## src/rtl/bit_column_sparse_encoder.sv

```systemverilog
// Bit-column sparse encoder: walks a captured weight vector LSB to MSB, one column
// per beat, encoding each group's column as activation mux selects plus a skip-zero mode flag.
module bit_column_sparse_encoder #(
   parameter int DATA_WIDTH    = 8,
   parameter int VEC_LENGTH    = 32,
   parameter int GROUP_SIZE    = 8,
   parameter int SEL_PER_GROUP = GROUP_SIZE / 2,
   parameter int SEL_WIDTH     = $clog2(GROUP_SIZE + 1)
) (
   input  logic                          clk,
   input  logic                          reset,
   input  logic                          w_valid,
   output logic                          w_ready,
   input  logic signed [DATA_WIDTH-1:0]  w_in [VEC_LENGTH],
   output logic                          out_valid,
   input  logic                          out_ready,
   output logic [SEL_WIDTH-1:0]          act_sel [VEC_LENGTH/2],
   output logic                          is_skip_zero [VEC_LENGTH/GROUP_SIZE],
   output logic [$clog2(DATA_WIDTH)-1:0] column_idx,
   output logic                          is_msb,
   output logic                          first_col,
   output logic                          last_col
);

   localparam int COL_W      = $clog2(DATA_WIDTH);
   localparam int NUM_GROUPS = VEC_LENGTH / GROUP_SIZE;

   typedef enum logic {IDLE, ENCODE} state_t;

   state_t                        state_q, state_d;
   logic [COL_W-1:0]              col_q, col_d;
   logic signed [DATA_WIDTH-1:0]  w_q [VEC_LENGTH];
   logic signed [DATA_WIDTH-1:0]  w_d [VEC_LENGTH];
   logic                          col_last;
   logic                          accept;

   assign col_last = (col_q == COL_W'(DATA_WIDTH - 1));
   assign accept   = w_valid && w_ready;

   // State register; the weight register needs no reset since a vector is only
   // ever observed after it has been accepted.
   always_ff @(posedge clk) begin
      if (reset) begin
         state_q <= IDLE;
         col_q   <= '0;
      end else begin
         state_q <= state_d;
         col_q   <= col_d;
      end
   end

   always_ff @(posedge clk) begin
      w_q <= w_d;
   end

   // Next-state logic
   always_comb begin
      state_d = state_q;
      col_d   = col_q;
      w_d     = w_q;
      if (accept) begin
         w_d = w_in;
      end
      case (state_q)
         IDLE: begin
            if (accept) begin
               state_d = ENCODE;
               col_d   = '0;
            end
         end
         ENCODE: begin
            if (out_ready) begin
               if (!col_last) begin
                  col_d = col_q + COL_W'(1);
               end else if (accept) begin
                  col_d = '0;
               end else begin
                  state_d = IDLE;
                  col_d   = '0;
               end
            end
         end
         default: begin
            state_d = IDLE;
            col_d   = '0;
         end
      endcase
   end

   // Output logic; every beat flag is forced to its idle value when no beat is valid.
   always_comb begin
      out_valid  = (state_q == ENCODE);
      w_ready    = (state_q == IDLE) || ((state_q == ENCODE) && col_last && out_ready);
      column_idx = out_valid ? col_q : '0;
      is_msb     = out_valid && col_last;
      first_col  = out_valid && (col_q == '0);
      last_col   = out_valid && col_last;
   end

   genvar gi, ki, si;
   generate
      for (gi = 0; gi < NUM_GROUPS; gi++) begin : g_group
         logic [GROUP_SIZE-1:0] bits;
         logic [GROUP_SIZE-1:0] tgt;
         logic [SEL_WIDTH-1:0]  pop;
         logic [SEL_WIDTH-1:0]  cnt;
         logic [SEL_WIDTH-1:0]  sel [SEL_PER_GROUP];
         logic                  ones_mode;

         for (ki = 0; ki < GROUP_SIZE; ki++) begin : g_bit
            assign bits[ki] = w_q[gi*GROUP_SIZE + ki][col_q];
         end

         always_comb begin
            pop = '0;
            for (int k = 0; k < GROUP_SIZE; k++) begin
               pop = pop + SEL_WIDTH'(bits[k]);
            end
         end

         // A half-full column stays in ones mode; denser columns select the zeros instead.
         assign ones_mode = (pop <= SEL_WIDTH'(GROUP_SIZE / 2));
         assign tgt       = ones_mode ? bits : ~bits;

         always_comb begin
            cnt = '0;
            for (int s = 0; s < SEL_PER_GROUP; s++) begin
               sel[s] = '0;
            end
            for (int k = 0; k < GROUP_SIZE; k++) begin
               if (tgt[k]) begin
                  for (int s = 0; s < SEL_PER_GROUP; s++) begin
                     if (cnt == SEL_WIDTH'(s)) begin
                        sel[s] = SEL_WIDTH'(k + 1);
                     end
                  end
               end
               cnt = cnt + SEL_WIDTH'(tgt[k]);
            end
         end

         assign is_skip_zero[gi] = out_valid ? ones_mode : 1'b1;

         for (si = 0; si < SEL_PER_GROUP; si++) begin : g_slot
            assign act_sel[gi*SEL_PER_GROUP + si] = out_valid ? sel[si] : '0;
         end
      end
   endgenerate

endmodule

```

## config.mk

```make
export PLATFORM = sky130hd
export DESIGN_NAME = bit_column_sparse_encoder
export DESIGN_NICKNAME = d
export VERILOG_FILES = /design/src/rtl/bit_column_sparse_encoder.sv
export SDC_FILE = /design/constraint.sdc
export NUM_CORES = 1
export LEC_CHECK = 0
export BUFFER_PORTS_ARGS = -buffer_cell sky130_fd_sc_hd__buf_2
export CAP_MARGIN = 40
export CORE_ASPECT_RATIO = 1.4
export CORE_MARGIN = 8
export CORE_UTILIZATION = 34
export CTS_BUF_LIST = sky130_fd_sc_hd__clkbuf_8 sky130_fd_sc_hd__clkbuf_16
export DETAILED_ROUTE_END_ITERATION = 8
export PLACE_DENSITY = 0.52
export SLEW_MARGIN = 20
export SYNTH_ARGS = -nofsm -noshare
export SYNTH_HDL_FRONTEND = slang
export SYNTH_SLANG_ARGS = --single-unit
```

## constraint.sdc

```tcl
create_clock -name clk -period 11.6 [get_ports clk]
set_input_delay 1.74 -clock clk [delete_from_list [all_inputs] [get_ports clk]]
set_output_delay 1.74 -clock clk [all_outputs]
set_load 0.05 [all_outputs]
```

# --- Word level (Yosys, flattened, before mapping) ---
# Index checks and enable logic that the tools add are counted.
totals:
  mem_bits_ro: 0
  elab_cells: 440
  in_bits: 260
  latch_bits: 0
  mem_count: 0
  reg_bits: 260
  mem_bits_rw: 0
classes:
  bitwise_logic: 5
  order_cmp: 5
  div: 0
  n_mux: 233
  n_mul: 0
  shift: 0
  n_addsub: 53
  n_eq_ne: 75
  n_reduce_logical: 35
ops:
  columns: ["operator", "count"]
  rows:
  - ["4-bit two-way mux", 116]
  - ["16-bit two-way mux", 28]
  - ["4-bit by 2-bit equality test with 1-bit output, second input constant", 32]
  - ["4-bit by 1-bit adder with 4-bit output", 28]
  - ["4-bit zero test", 28]
  - ["1-bit binary-select mux with 3-bit select", 32]
  - ["4-bit by 1-bit equality test with 1-bit output, second input constant", 16]
  - ["1-bit two-way mux", 43]
  - ["3-bit by 1-bit adder with 4-bit output", 8]
  - ["8-bit two-way mux", 4]
  - ["8-bit NOT", 4]
  - ["2-bit by 1-bit adder with 3-bit output", 8]
  - ["3-bit by 2-bit equality test with 1-bit output, second input constant", 8]
  - ["1-bit by 1-bit adder with 2-bit output", 8]
  - ["2-bit equality test, second input constant", 8]
  - ["4-bit by 3-bit <= comparator with 1-bit output, second input constant", 4]
  - ["3-bit by 1-bit equality test with 1-bit output, second input constant", 4]
  - ["3-bit two-way mux", 4]
  - ["2-bit by 1-bit equality test with 1-bit output, second input constant", 4]
  - ["2-bit two-way mux", 4]
  - ["3-bit case mux with 2 select lines", 1]
  - ["1-bit logical AND", 4]
  - ["3-bit by 4-bit less-than comparator with 1-bit output, second input constant", 1]
  - ["2-bit != test, second input constant", 2]
  - ["7 further kinds", 7]

# --- Logic depth before layout (Yosys ltp) ---
logic_depth:
  ltp_word: 27
  depth_mapped: 32
  depth_no_buf: 26

# --- Worst setup path before layout ---
# Ideal clock, no wire load.
synth_path:
  kind: "flip-flop to output port"
  from: "register col_q[1]"
  to: "output port act_sel[62] (netlist name)"
  t_required_ns: 9.860
  path_buffers: 4
  slack_ns: 1.132
  t_arrival_ns: 8.728
  stages_incl_launch_ff: 29
  path_cell_list: "dfxtp_1 > buf_6 > buf_4 > mux4_2 > mux2_2 > fa_1 > inv_1 > fa_1 > fa_1 > inv_1 > ha_1 > inv_1 > fa_1 > nor2b_1 > o22a_1 > clkbuf_1 > o21ai_0 > and2_1 > clkbuf_1 > ha_1 > ha_1 > fa_1 > ha_1 > xor2_1 > and3_1 > xor2_1 > or4_4 > or3_1 > a31oi_1"
synth_rtl:
  columns: ["item", "line_no", "rtl"]
  rows:
  - ["from (decl)", "31", "logic [COL_W-1:0] col_q, col_d;"]
  - ["from (signal assigned)", "48", "col_q <= col_d;"]
  - ["to (decl)", "17", "output logic [SEL_WIDTH-1:0] act_sel [VEC_LENGTH/2],"]

==> reports/results.txt <==
die width: 194 µm
Finished Layout Cells: 2061
I/O Pins: 336
Netlist cell types: 79
Slew @ Worst Pin: 0.817 ns
dpl cells: 2001
setup TNS: 0 ns
worst min path class: flip-flop to flip-flop
CP max stage cell: fa_1
status: finished clean
vias per cell: 5.28
DPL Wire Length: 36100 µm
Setup WS pre-CTS: 0.828 ns
Clock Path Buffers: 3
Placeable Area: 0.0439 mm²
CP endpoint kind: primary output
Fmax: 90.8 MHz
Fin. Hold Viols: 0
area grow syn2layout: 22.1%
cell mode on critical path: fa_1
warnings from Yosys: 0
drt drc: 0
CP Launch Type: flip-flop
GRT Util Overall: 17.2%
arrival time worst endpoint: 9.28 ns
most common cell after layout, fill and taps aside: buf_2
CTS tree: yes
Syn Nets: 1468
CTS H-Tree Depth: 1
Clock Sinks: 260
via count: 10.9k
area leader, netlist: edfxtp_1
Post-CTS Setup Bufs: 0
vias in the first global route: 11.5k
largest net degree at the start of global routing: 65
RSZ-0062 raised after global routing: false
Slew Limit Headroom: 45.1%
nets@finish: 1814
#FFs+latches synth: 260
first drt pass iteration count: 5
clk root buf: clkbuf_16
maxcap violations: 0
hold_ws: 0.981 ns
top-area cell type share of the netlist area: 51.0%
Worst path max stage delay: 0.59 ns
initial DRC count: 608
register area share after synthesis: 51.6%
GRT overflow: 0
Tcrit/Tclk final: 95.0%
global-route wire length before repair: 68500 µm
setup violators final: 0
Post-synth ARST share: 0%
initial core utilization: 34.3%
Primary FF master, synth: edfxtp_1
final setup margin: 0.582 ns
layout cells sized above 1: 35.9%
Placer Congestion: 0.832
I/O Buffers: 335
most frequent cells in the layout: 335 x buf_2, 256 x edfxtp_1, 59 x ha_1, 49 x inv_1, 43 x nor2_1
Avg Inst Size Synth: 13.3 µm²
number of CTS-inserted buffers: 28
CTS clock-pin slew for the worst setup and hold paths: 0.06 ns
CP max FO: 36
crit path kind: flip-flop to primary output
final clock skew: 0.00765 ns
die span in y: 265 µm
Final Max Tran Viols: 0
critical path required time: 9.86 ns
Mapped Area: 0.0151 mm²
Routed WL: 45500 µm
number of synthesized flops with an enable pin: 256
Cells after Synth: 1129
Routed WL per cell: 22.1 µm
Clock Latency Late Sink: 0.56 ns
antenna-violating nets left: 0
Period minus WS final: 11.02 ns
top post-synthesis cells by area: edfxtp_1 51%, mux4_2 4.9%, ha_1 4.9%, mux2i_1 2.8%, fa_1 2.7%
die footprint: 0.0514 mm²
row cnt: 91
initial antenna violation count: 9
==> critical path: cells and delay by family (launching register included) <==
kind | cells | cell delay [ns]
simple gates | 7 | 1.94
mux | 1 | 0.37
flops | 1 | 0.52
fa+ha+maj | 9 | 3.46
xor+xnor | 2 | 0.49
buf+inv | 6 | 1.00
compound gates | 3 | 0.88
==> sequential cells by signal (all words and copies together), names as in the netlist <==
signal and flops:
w_q 256, out_valid 1, col_q 3
==> kinds of logic after synthesis <==
group / count (synthesis) / share of synthesized area, %
AOI/OAI and AO/OA: 211 / 10.7
and+or+nand+nor: 314 / 11.6
muxes: 119 / 12.0
xor gates and xnor gates: 51 / 3.41
DFF: 260 / 51.6
buffers and inverters: 94 / 3.05
adders and majority gates: 80 / 7.62
==> Yosys cell counts, types with 5 or more instances <==
| master | n |
|---|---|
| ha_1 | 59 |
| xor2_1 | 29 |
| mux2_2 | 33 |
| o221a_2 | 22 |
| a221oi_1 | 6 |
| buf_6 | 6 |
| nor3b_1 | 11 |
| a22oi_1 | 7 |
| nor2_1 | 44 |
| edfxtp_1 | 256 |
| inv_2 | 5 |
| o22a_1 | 5 |
| o21a_1 | 7 |
| or3_1 | 17 |
| o22ai_1 | 19 |
| o211a_1 | 7 |
| a2bb2oi_1 | 5 |
| buf_2 | 13 |
| mux4_2 | 33 |
| nand3_1 | 40 |
| mux4_1 | 6 |
| o21ai_0 | 21 |
| nand2b_1 | 20 |
| and3_1 | 12 |
| a21oi_1 | 21 |
| o211ai_1 | 11 |
| mux2i_1 | 42 |
| nand4_1 | 8 |
| inv_1 | 46 |
| fa_1 | 20 |
| or2_2 | 18 |
| clkbuf_1 | 14 |
| xnor2_1 | 17 |
| mux2i_4 | 5 |
| buf_4 | 6 |
| nand2_1 | 40 |
| a31oi_1 | 17 |
| and2_1 | 16 |
| nor2b_1 | 14 |
| nor3_1 | 37 |
| a22o_1 | 15 |
| nor4_1 | 11 |
==> per-stage QoR <==
step,area (µm²),utilization (%)
after floorplan,15100,-
after global placement,17300,39.5
after detailed placement,17400,39.6
after CTS,18300,41.7
after global routing,18400,41.8
final,18400,41.8
==> what timing repair did <==
| action | in CTS | in global routing |
|---|---|---|
| hold buffers | 0 | 0 |
| gates resized for setup | 0 | 5 |
| setup endpoints to repair | 0 | 37 |
==> area by class of cell <==
| class | instances | area, µm² |
|---|---|---|
| fillers | 4200 | 25600 |
| flip-flops and latches | 260 | 7780 |
| multi-input cells | 775 | 6860 |
| repair buffers | 359 | 1930 |
| clock buffers | 28 | 701 |
| well taps | 558 | 698 |
| clock inverters | 23 | 215 |
| inverters | 51 | 191 |
| diodes | 7 | 17.5 |
==> final timing paths <==
kind / startpoint / endpoint / slack [ns] / depth (start not counted)
setup / recovery: col_q[0] / act_sel[46] / 0.58 / 28
hold / removal: col_q[2] / col_q[2] / 0.98 / 3
setup reg to reg: col_q[0] / w_q[176] / 8.15 / 8
hold reg to reg: col_q[2] / col_q[2] / 0.98 / 3
==> per-layer routing <==
layer,GRT usage [%],vias to the layer above,part of all wire [%]
li1,-,5186,-
met4,7.16,2,3.4
met1,20.1,5261,41
met2,30.8,349,51
met5,0,-,0.031
met3,3.24,74,5.1
Power is left out: the tool's default activity adds up to more than one toggle a clock period on the data nets, which glitch-free logic cannot reach.
